File: src/rtl/lsu_bus_if.sv
// Purpose: load/store bus master for the memory stage; one access outstanding, raw 32-bit read word returned.
// Latency: request issued combinationally in the access cycle; minimum 2 stall cycles (grant in cycle 0, rvalid in cycle 1).
// Backpressure: holds the pipeline via stall_mem_o until the response arrives; waits in REQ for bus_gnt_i, in DONE for stall_m_i.
//
// Ports:
//   clk_i, reset_i                 clock, synchronous active-high reset
//   alu_result_m_i                 byte address of the memory-stage access
//   write_data_m_i                 right-aligned store data
//   width_src_m_i                  [1:0] 00 word, 01 half, 10 byte, 11 word; [2] unsigned flag (unused here)
//   mem_write_m_i, mem_read_m_i    access type (both set = store)
//   stall_m_i                      memory-stage stall from hazard unit
//   read_data_m_o                  registered raw read word
//   stall_mem_o, misaligned_o      stall request / misaligned access flag
//   bus_req_o .. bus_be_o          request channel to data bus
//   bus_gnt_i, bus_rvalid_i, bus_rdata_i  grant and response from data bus
module lsu_bus_if (
  input  logic        clk_i,
  input  logic        reset_i,
  input  logic [31:0] alu_result_m_i,
  input  logic [31:0] write_data_m_i,
  input  logic [2:0]  width_src_m_i,
  input  logic        mem_write_m_i,
  input  logic        mem_read_m_i,
  input  logic        stall_m_i,
  output logic [31:0] read_data_m_o,
  output logic        stall_mem_o,
  output logic        misaligned_o,
  output logic        bus_req_o,
  output logic        bus_we_o,
  output logic [31:0] bus_addr_o,
  output logic [31:0] bus_wdata_o,
  output logic [3:0]  bus_be_o,
  input  logic        bus_gnt_i,
  input  logic        bus_rvalid_i,
  input  logic [31:0] bus_rdata_i
);

  typedef enum logic [1:0] {
    IDLE = 2'd0,
    REQ  = 2'd1,
    WAIT = 2'd2,
    DONE = 2'd3
  } state_t;

  state_t state_q, state_d;

  logic is_half, is_byte;
  logic access, misaligned, start;
  logic is_load_q, capture;

  // Sign/zero extension happens downstream, so the unsigned flag is not needed.
  logic unused_width_flag;
  assign unused_width_flag = width_src_m_i[2];

  assign is_half = (width_src_m_i[1:0] == 2'b01);
  assign is_byte = (width_src_m_i[1:0] == 2'b10);
  assign access  = mem_read_m_i | mem_write_m_i;

  // Encoding 11 falls through to word, so word alignment applies to it too.
  assign misaligned = is_half ? alu_result_m_i[0]
                    : is_byte ? 1'b0
                    : (alu_result_m_i[1:0] != 2'b00);

  assign start = (state_q == IDLE) && access && !misaligned;

  // Request payload is driven straight from the memory-stage inputs; the
  // pipeline stall keeps them stable for the whole request phase.
  assign bus_we_o   = mem_write_m_i;
  assign bus_addr_o = {alu_result_m_i[31:2], 2'b00};

  always_comb begin
    bus_wdata_o = write_data_m_i;
    bus_be_o    = 4'b1111;
    if (is_half) begin
      bus_wdata_o = {2{write_data_m_i[15:0]}};
    end else if (is_byte) begin
      bus_wdata_o = {4{write_data_m_i[7:0]}};
    end
    if (mem_write_m_i) begin
      if (is_half) begin
        bus_be_o = alu_result_m_i[1] ? 4'b1100 : 4'b0011;
      end else if (is_byte) begin
        bus_be_o = 4'b0001 << alu_result_m_i[1:0];
      end
    end
  end

  always_comb begin
    state_d      = state_q;
    bus_req_o    = 1'b0;
    stall_mem_o  = 1'b0;
    misaligned_o = 1'b0;
    capture      = 1'b0;
    case (state_q)
      IDLE: begin
        misaligned_o = access & misaligned;
        if (start) begin
          bus_req_o   = 1'b1;
          stall_mem_o = 1'b1;
          state_d     = bus_gnt_i ? WAIT : REQ;
        end
      end
      REQ: begin
        bus_req_o   = 1'b1;
        stall_mem_o = 1'b1;
        if (bus_gnt_i) state_d = WAIT;
      end
      WAIT: begin
        stall_mem_o = 1'b1;
        if (bus_rvalid_i) begin
          capture = is_load_q;
          state_d = DONE;
        end
      end
      DONE: begin
        // stall_mem_o stays low here so stall_m_i never loops back to it.
        if (!stall_m_i) state_d = IDLE;
      end
      default: state_d = IDLE;
    endcase
  end

  always_ff @(posedge clk_i) begin
    if (reset_i) begin
      state_q       <= IDLE;
      read_data_m_o <= 32'd0;
      is_load_q     <= 1'b0;
    end else begin
      state_q <= state_d;
      // Remember the access type at launch; stores must not touch read data.
      if (start) is_load_q <= ~mem_write_m_i;
      if (capture) read_data_m_o <= bus_rdata_i;
    end
  end

endmodule

File: config.mk
export PLATFORM = sky130hd
export DESIGN_NAME = lsu_bus_if
export DESIGN_NICKNAME = d
export VERILOG_FILES = /design/src/rtl/lsu_bus_if.sv
export SDC_FILE = /design/constraint.sdc
export NUM_CORES = 1
export LEC_CHECK = 0
export ABC_CLOCK_PERIOD_IN_PS = 1700
export CORE_MARGIN = 1
export CORE_UTILIZATION = 28
export DETAILED_ROUTE_END_ITERATION = 10
export PLACE_DENSITY_LB_ADDON = 0.08
export SLEW_MARGIN = 0
export SYNTH_ARGS = -nofsm -noshare
export SYNTH_HDL_FRONTEND = slang
export SYNTH_SLANG_ARGS = --single-unit
File: constraint.sdc
create_clock -name clk_i -period 1.7 [get_ports clk_i]
set_clock_uncertainty 0.2 [all_clocks]
set_input_delay 0.255 -clock clk_i [delete_from_list [all_inputs] [get_ports clk_i]]
set_output_delay 0.255 -clock clk_i [all_outputs]
set_load 0.03 [all_outputs]
* Word level (Yosys, flattened, before mapping)
Cells that the tools add are included.
** Operators by class
- Equal/unequal tests :: 9
- Shift-type cells :: 1
- Multiplexer cells :: 20
- Bitwise logic cells :: 3
- Reduce and logical (&&, ||, !) cells :: 7
** Operators with widths (count)
- $mux 32 :: 2
- $mux 4 :: 4
- $mux 2 :: 5
- $ne 2x2->1 const B :: 4
- $pmux 2 s4 :: 1
- $eq 2x2->1 const B :: 3
- $mux 1 :: 6
- $eq 2x1->1 const B :: 2
- $pmux 1 s2 :: 2
- $reduce_and 4->1 :: 1
- $shl 1x2->4 const A :: 1
- $logic_and 1x1->1 :: 2
- $logic_not 2->1 :: 1
- $reduce_bool 2->1 :: 1
- $reduce_or 2->1 :: 1
- $and 1x1->1 :: 1
- $logic_not 1->1 :: 1
- $not 1->1 :: 1
- $or 1x1->1 :: 1
** Storage, ports and cells
- Flip-flop bits (word level) :: 35
- Bits of input ports :: 106

* Logic depth before layout (Yosys ltp)
Gate-level depths: netlist of the first run.
- Depth after elaboration :: 7
- Mapped depth :: 7

* Least setup slack after synthesis of the first run
Ideal clock, no wire load.
- Kind :: input to output
- Start point :: input width_src_m_i[1]
- End point :: output bus_be_o[2]
- Arrival time :: 1487 ps
- Data required time :: 1245 ps
- Setup slack :: -242 ps
- Cell stages on the path :: 5
- Cell sequence :: buf_4 nand2b_1 clkbuf_1 a21oi_1 o21ai_0
** Between the ends
- Cells in the longest elaborated chain, start to end :: 4
** RTL lines
- from (decl) :: line 21 : input logic [2:0] width_src_m_i,
- $eq 2x2->1 :: line 56 : assign is_byte = (width_src_m_i[1:0] == 2'b10);
- $mux 4 :: line 82 : end else if (is_byte) begin
- $mux 4 * :: line 80 : if (is_half) begin
- $mux 4 * :: line 79 : if (mem_write_m_i) begin
- to (decl) :: line 32 : output logic [3:0] bus_be_o,
Mark *: on every way between the ends. The rest lies on a longest branch, timed or not.

* Worst setup path in the final report of the first run
- Start point :: input width_src_m_i[0]
- End point :: output bus_wdata_o[23]
** Between the ends
- Cells in the longest elaborated chain, start to end :: 3
** RTL lines
- $eq 2x2->1 :: line 56
- $mux 32 :: line 76 : end else if (is_byte) begin
- $mux 32 * :: line 74 : if (is_half) begin
- to (decl) :: line 31 : output logic [31:0] bus_wdata_o,
Marked as above.

==> results.md, run 1 <==
* Num CTS Buffers at 5
* Clk buf depth at 2
* Slowest stage delay, CP at 300 ps
* Slowest CP cell: mux2_4
* Initial Utilization at 28.90%
* P&R area growth vs syn at 89.86%
* Antenna violations before repair at 0
* Largest net degree at the start of global routing at 33
* Clock Tree Root: clkbuf_8
* Port Buf Inserts at 146
* CP Max Fanout at 5
* Die width at 91.31 um
* Violated checks: negative setup slack
* Most Frequent Cell on Critical Path: buf_6
* Final WL at 7705 um
* Chip Height at 91.31 um
* Critical path class: primary input to output pin
* Total Routing Usage GR at 17.49%
* Worst-path clk slew at 70 ps
* Crit-path cells: buf_8 > and2b_2 > nor2_4 > buf_6 > mux2_4 > buf_6
* Vias per cell at 4.487
* Num ports at 210
* Largest family of logic cells by synthesized area: simple AND/OR/NAND/NOR gates
* Tmin final at 1859 ps
* Final ANT Viol Nets at 0
* Final WS setup at -159.2 ps
* Post-Synth Simple-Gate Area at 22.69%
* Hold buffers post-CTS at 0
* Layout cells sized above 1 at 36.04%
* Main synth FF type: dfxtp_1
* Final Slew Violations at 0
* Filler cell count at 737
* YS warnings at 0
* Syn Inst Count at 305
* TritonCTS clock tree: done
* Post-Layout Inst Area at 0.004240 sq mm
* Status: finished with violations
* Vias in the first global route at 2391
* FF/Latch Area at 705.7 sq um
* Post-Synth Adder-Cell Area at 2.801%
* Multi-input gate area at 0.001373 sq mm
* Sequential share of the synthesized area at 31.37%
* Period utilization at 109.4%
* Number of DRC markers in iteration 0 at 53
* P_leak at 1.986 nW
* First-pass GRT wire length at 11760 um
* Vias at 2499
* Pwr per Cell Area at 697.0 mW/mm^2
* Mapped Area at 0.002233 sq mm
* Number of max-cap violations at 0
* Synth unique cells at 32
* Number of synthesized flops with an enable pin at 0
* Achievable frequency at 0.5379 GHz
* HP Class: flip-flop to flip-flop
* Fin cells at 557
* Worst reg2reg setup slack at -10 ps
* DIE AREA at 0.008338 sq mm
* DR WL/cell at 13.83 um
* Peak supply drop at 0.2680 mV
* RSZ-0062 raised after global routing: yes
* Drt pass-1 iters at 4
* Startpoint types: primary input
* Setup violations, final at 13
* Placeable Area at 0.007727 sq mm
* Cell Rows at 32
* Avg Inst Size Synth at 7.323 sq um
* Xor-xnor portion of the synthesized cell area at 0%
* H-tree Lvls at 2
* Clock latency on the worst-skew pair at 280 ps
* Final Hold Vio Count at 0
* # nets final at 565
* ANT cells at 0
* RePlAce Congestion at 0.7626
* Yosys reg bits at 35
* Pre-CTS setup slack at -998.3 ps
* Global route overflow at 0
* Worst Path Required at 1240 ps
* DP Area at 0.003699 sq mm
* Async SR Flop Fraction at 0%
* CP Data Arrival Time at 1400 ps
* DRC Markers at 0
* Clock tree sinks at 35
* Total power at 2.956 mW
* Mux contribution to synthesized area at 7.619%
* Post-synthesis compound-gate area fraction at 16.69%
* CP endpoint kind: output pin
* Placed Cells at 533
* DP HPWL at 5601 um
layout by cell type, fill, tap and decap left out, drive strengths merged, types with 2 or more instances in the layout:
cell           synthesis  final
dlygate4sd2            0     36
dlymetal6s2s           0     11
dfxtp                 35     35
clkbuf                13      7
nand2                 95     95
o21ai                  6      6
a211oi                 9      9
nor2                   2      2
clkdlybuf4s50          0     56
inv                    7      7
a21oi                 45     45
nor2b                 10     10
ha                     5      5
nor3b                  2      2
conb                   1      2
buf                   46     95
mux2                   8      8
mux2i                  8      8
state kept, by name (all words and copies together) (netlist names):
| register | flops |
|---|---|
| state_q | 2 |
| read_data_m_o | 32 |
| is_load_q | 1 |
cell families (layout without fill, tap and decap cells):
group	count (synthesis)	in the layout
simple gates	116	116
mux	16	16
flops	35	35
other cells	1	2
fa+ha+maj	5	5
compound gates	66	66
buf+inv	66	215
power by group:
group | switching [mW] | total [mW] | internal (mW)
Sequential | 0.0307 | 0.894 | 0.863
Clock | 0.290 | 0.576 | 0.286
Combinational | 0.707 | 1.49 | 0.779
Total | 1.03 | 2.96 | 1.93
metal layers:
metal | part of all wire [%] | routed length, um | global-route usage [%]
met1 | 39 | 3011 | 19.29
met2 | 51 | 3897 | 31.25
met3 | 9.0 | 695 | 6.198
met4 | 1.3 | 100 | 5.423
met5 | 0 | 0 | 0
final timing paths:
check | start | endpoint | cells after the start
setup reg to reg | state_q[1]$_SDFFE_PP0P_ | state_q[0]$_SDFFE_PP0P_ | 7
hold / removal | read_data_m_o[22]$_SDFFE_PP0P_ | read_data_m_o[22]$_SDFFE_PP0P_ | 2
setup / recovery | width_src_m_i[0] | bus_wdata_o[23] | 6
hold reg to reg | read_data_m_o[22]$_SDFFE_PP0P_ | read_data_m_o[22]$_SDFFE_PP0P_ | 2
synthesized netlist by cell type (3+ instances only):
cell | number | share of area [%]
nand2_1 | 95 | 16
a21oi_1 | 45 | 10
buf_4 | 42 | 14
dfxtp_1 | 35 | 31
clkbuf_1 | 13 | 2.2
nor2b_1 | 10 | 2.8
a211oi_1 | 9 | 3.0
mux2_2 | 8 | 4.0
mux2i_1 | 8 | 3.6
inv_1 | 7 | 1.2
o21ai_0 | 6 | 1.3
ha_1 | 5 | 2.8
buf_2 | 3 | 0.67
critical path: cells and delay by family:
| kind | cells | cell delay [ps] |
|---|---|---|
| buffers and inverters | 3 | 380 |
| multiplexers | 1 | 300 |
| AND/OR/NAND/NOR | 2 | 470 |
cell type report:
cell class / count / area share, %
Timing Repair Buffer: 200 / 45.23
Inverter: 7 / 0.7377
Sequential cell: 35 / 16.64
Tap cell: 102 / 3.010
Clock inverter: 2 / 0.2951
Clock buffer: 6 / 1.711
Multi-Input combinational cell: 205 / 32.37
per-stage QoR:
stage	utilization, %	hold WS [ps]	setup TNS, ps
global route	54.87	269.7	-2132
CTS	52.72	254.8	-1700
detailed placement	47.86	247.0	-20570
floorplan	-	151.6	-608.3
finish	54.87	251.0	-1437
global placement	47.86	241.8	-19130
what timing repair did:
action / CTS / global route
gates resized for setup: 173 / 39
gates cloned: 0 / 2
pin swaps: 15 / 12
buffers inserted: 12 / 2
setup endpoints to repair: 66 / 59
No activity file was read; power rests on OpenSTA's default activity.
==> run 2: changes to the inputs <==
- PLACE_DENSITY_LB_ADDON: 0.08 -> 0.15
==> run 2 against run 1 <==
  * Largest cell class unchanged
  * Worst hold slack lost 1.8 ps
  * Critical path depth shrank 1
  * Flip-flop and latch count did not move
  * Fmax is 0.45% higher
  * Critical endpoint is now misaligned_o
  * The flow still finishes with violations (negative setup slack)
  * Utilization is 0.26 points higher
==> results.md, run 2 (same netlist as run 1, synthesis figures left out) <==
* # nets final at 560
* Cell Rows at 32
* Die width at 91.31 um
* Setup TNS at -1359 ps
* ANT cells at 0
* Setup violations, final at 11
* Post-Route Utilization at 55.13%
* Slowest CP cell: dfxtp_4
* Multi-input gate area at 0.001399 sq mm
* Slowest stage delay, CP at 360 ps
* DRC Markers at 0
* Final WL at 7618 um
* Largest net degree at the start of global routing at 22
* Crit-path cells: inv_4 > ha_4 > nor4b_4 > o21a_2 > buf_6
* Filler cell count at 728
* Num CTS Buffers at 5
* Status: finished with violations
* Worst-path clk slew at 80 ps
* Violated checks: negative setup slack
* Achievable frequency at 0.5403 GHz
* Max reg flops at 32
* Total Routing Usage GR at 16.92%
* First-pass GRT wire length at 11290 um
* DR WL/cell at 13.83 um
* Final WS setup at -150.9 ps
* Vias per cell at 4.588
* DP HPWL at 5399 um
* Clock Tree Root: clkbuf_8
* Placeable Area at 0.007727 sq mm
* Num ports at 210
* Number of max-cap violations at 0
* Fin cells at 551
* CP Max Fanout at 4
* Layout cells sized above 1 at 35.86%
* Peak supply drop at 0.3053 mV
* HP Class: flip-flop to flip-flop
* TritonCTS clock tree: done
* Number of DRC markers in iteration 0 at 67
* Hold buffers post-CTS at 0
* FF/Latch Area at 705.7 sq um
* Port Buf Inserts at 146
* Hold slack at 249.2 ps
* Global route overflow at 0
* Most frequent cells in the layout: nand2_1, clkdlybuf4s50_1, buf_4
* Final Slew Violations at 0
* Antenna violations before repair at 0
* Worst Path Required at 1240 ps
* Period utilization at 108.9%
* Drt pass-1 iters at 7
* DIE AREA at 0.008338 sq mm
* Vias in the first global route at 2344
* RePlAce Congestion at 0.8115
* Initial Utilization at 28.90%
* Chip Height at 91.31 um
* Tmin final at 1851 ps
* Final ANT Viol Nets at 0
* Final Hold Vio Count at 0
* Total power at 3.005 mW
* Pwr per Cell Area at 705.3 mW/mm^2
* Clock latency on the worst-skew pair at 290 ps
* P&R area growth vs syn at 90.76%
* CP endpoint kind: output pin
* P_leak at 1.972 nW
* Vias at 2528
* CP Data Arrival Time at 1400 ps
* Clk buf depth at 2
* Clock tree sinks at 35
* RSZ-0062 raised after global routing: yes
* Placed Cells at 528
* Largest reg by FF count: read_data_m_o
* Most common cell after layout, fill and taps aside: nand2_1
* H-tree Lvls at 2
* Largest registers: read_data_m_o: 32 flops, state_q: 2 flops, is_load_q: 1 flops
* Startpoint types: flip-flop
* Critical path class: flip-flop to output pin
==> run 2: changes by cell type in the layout (fill, tap and decap cells not counted), sizes merged <==
| cell | before | now |
|---|---|---|
| dlygate4sd2 | 36 | 37 |
| clkbuf | 7 | 9 |
| dlymetal6s2s | 11 | 9 |
| buf | 95 | 89 |
| clkinvlp | 1 | 0 |
==> run 2: timing repair <==
action / in CTS / in global routing
pin swaps: 18 / 12
setup buffers: 11 / 1
setup endpoints to repair: 66 / 60
resized for setup: 172 / 64
hold endpoints to repair: 0 / 0
gates cloned: 0 / 4
==> run 2: power by group <==
group	leakage (nW)	switching (mW)	internal, mW	total [mW]
sequential	0.284	0.0261	0.863	0.889
combinational	1.64	0.724	0.783	1.51
clock	0.0470	0.291	0.318	0.609
total	1.97	1.04	1.96	3.00
==> run 2: layer usage <==
layer / part of all wire, % / vias to the layer above / GRT usage (%)
li1: - / 1249 / -
met1: 43 / 1150 / 21.21
met2: 47 / 110 / 27.34
met3: 8.6 / 19 / 5.611
met4: 1.3 / 0 / 5.291
met5: 0 / - / 0
==> run 2: worst paths after layout <==
kind | cells after the start | endpoint | slack [ps] | from
setup / recovery | 5 | misaligned_o | -150 | state_q[0]$_SDFFE_PP0P_
hold / removal | 2 | read_data_m_o[10]$_SDFFE_PP0P_ | 250 | read_data_m_o[10]$_SDFFE_PP0P_
setup reg to reg | 6 | state_q[0]$_SDFFE_PP0P_ | 10 | state_q[0]$_SDFFE_PP0P_
hold reg to reg | 2 | read_data_m_o[10]$_SDFFE_PP0P_ | 250 | read_data_m_o[10]$_SDFFE_PP0P_
==> run 2: worst max-delay path, delay by kind of cell, from the launching register on <==
kind	cells	cell delay, ps
compound gates	1	180
fa+ha+maj	1	150
buf+inv	2	190
flops	1	360
simple gates	1	220
==> run 2: layout make-up <==
cell class	instances	share of cell area, %
clock buffer	6	1.938
inverter	7	0.6755
timing repair buffer	195	44.88
tap	102	2.996
clock inverter	1	0.1175
multi-input combinational	205	32.83
sequential	35	16.56
==> run 2: stage by stage <==
stage          area [sq um]  setup WS [ps]
6_report               4260         -150.9
5_1_grt                4260         -214.9
4_1_cts                4010         -150.3
3_5_place_dp           3681          -1025
3_3_place_gp           3681         -980.7
2_1_floorplan          2296         -84.40
==> run 3: changes to the inputs <==
- CORE_MARGIN: 1 -> unset
==> results of run 3 <==
No change in the layout: final DEF, timing and power equal those of run 2.
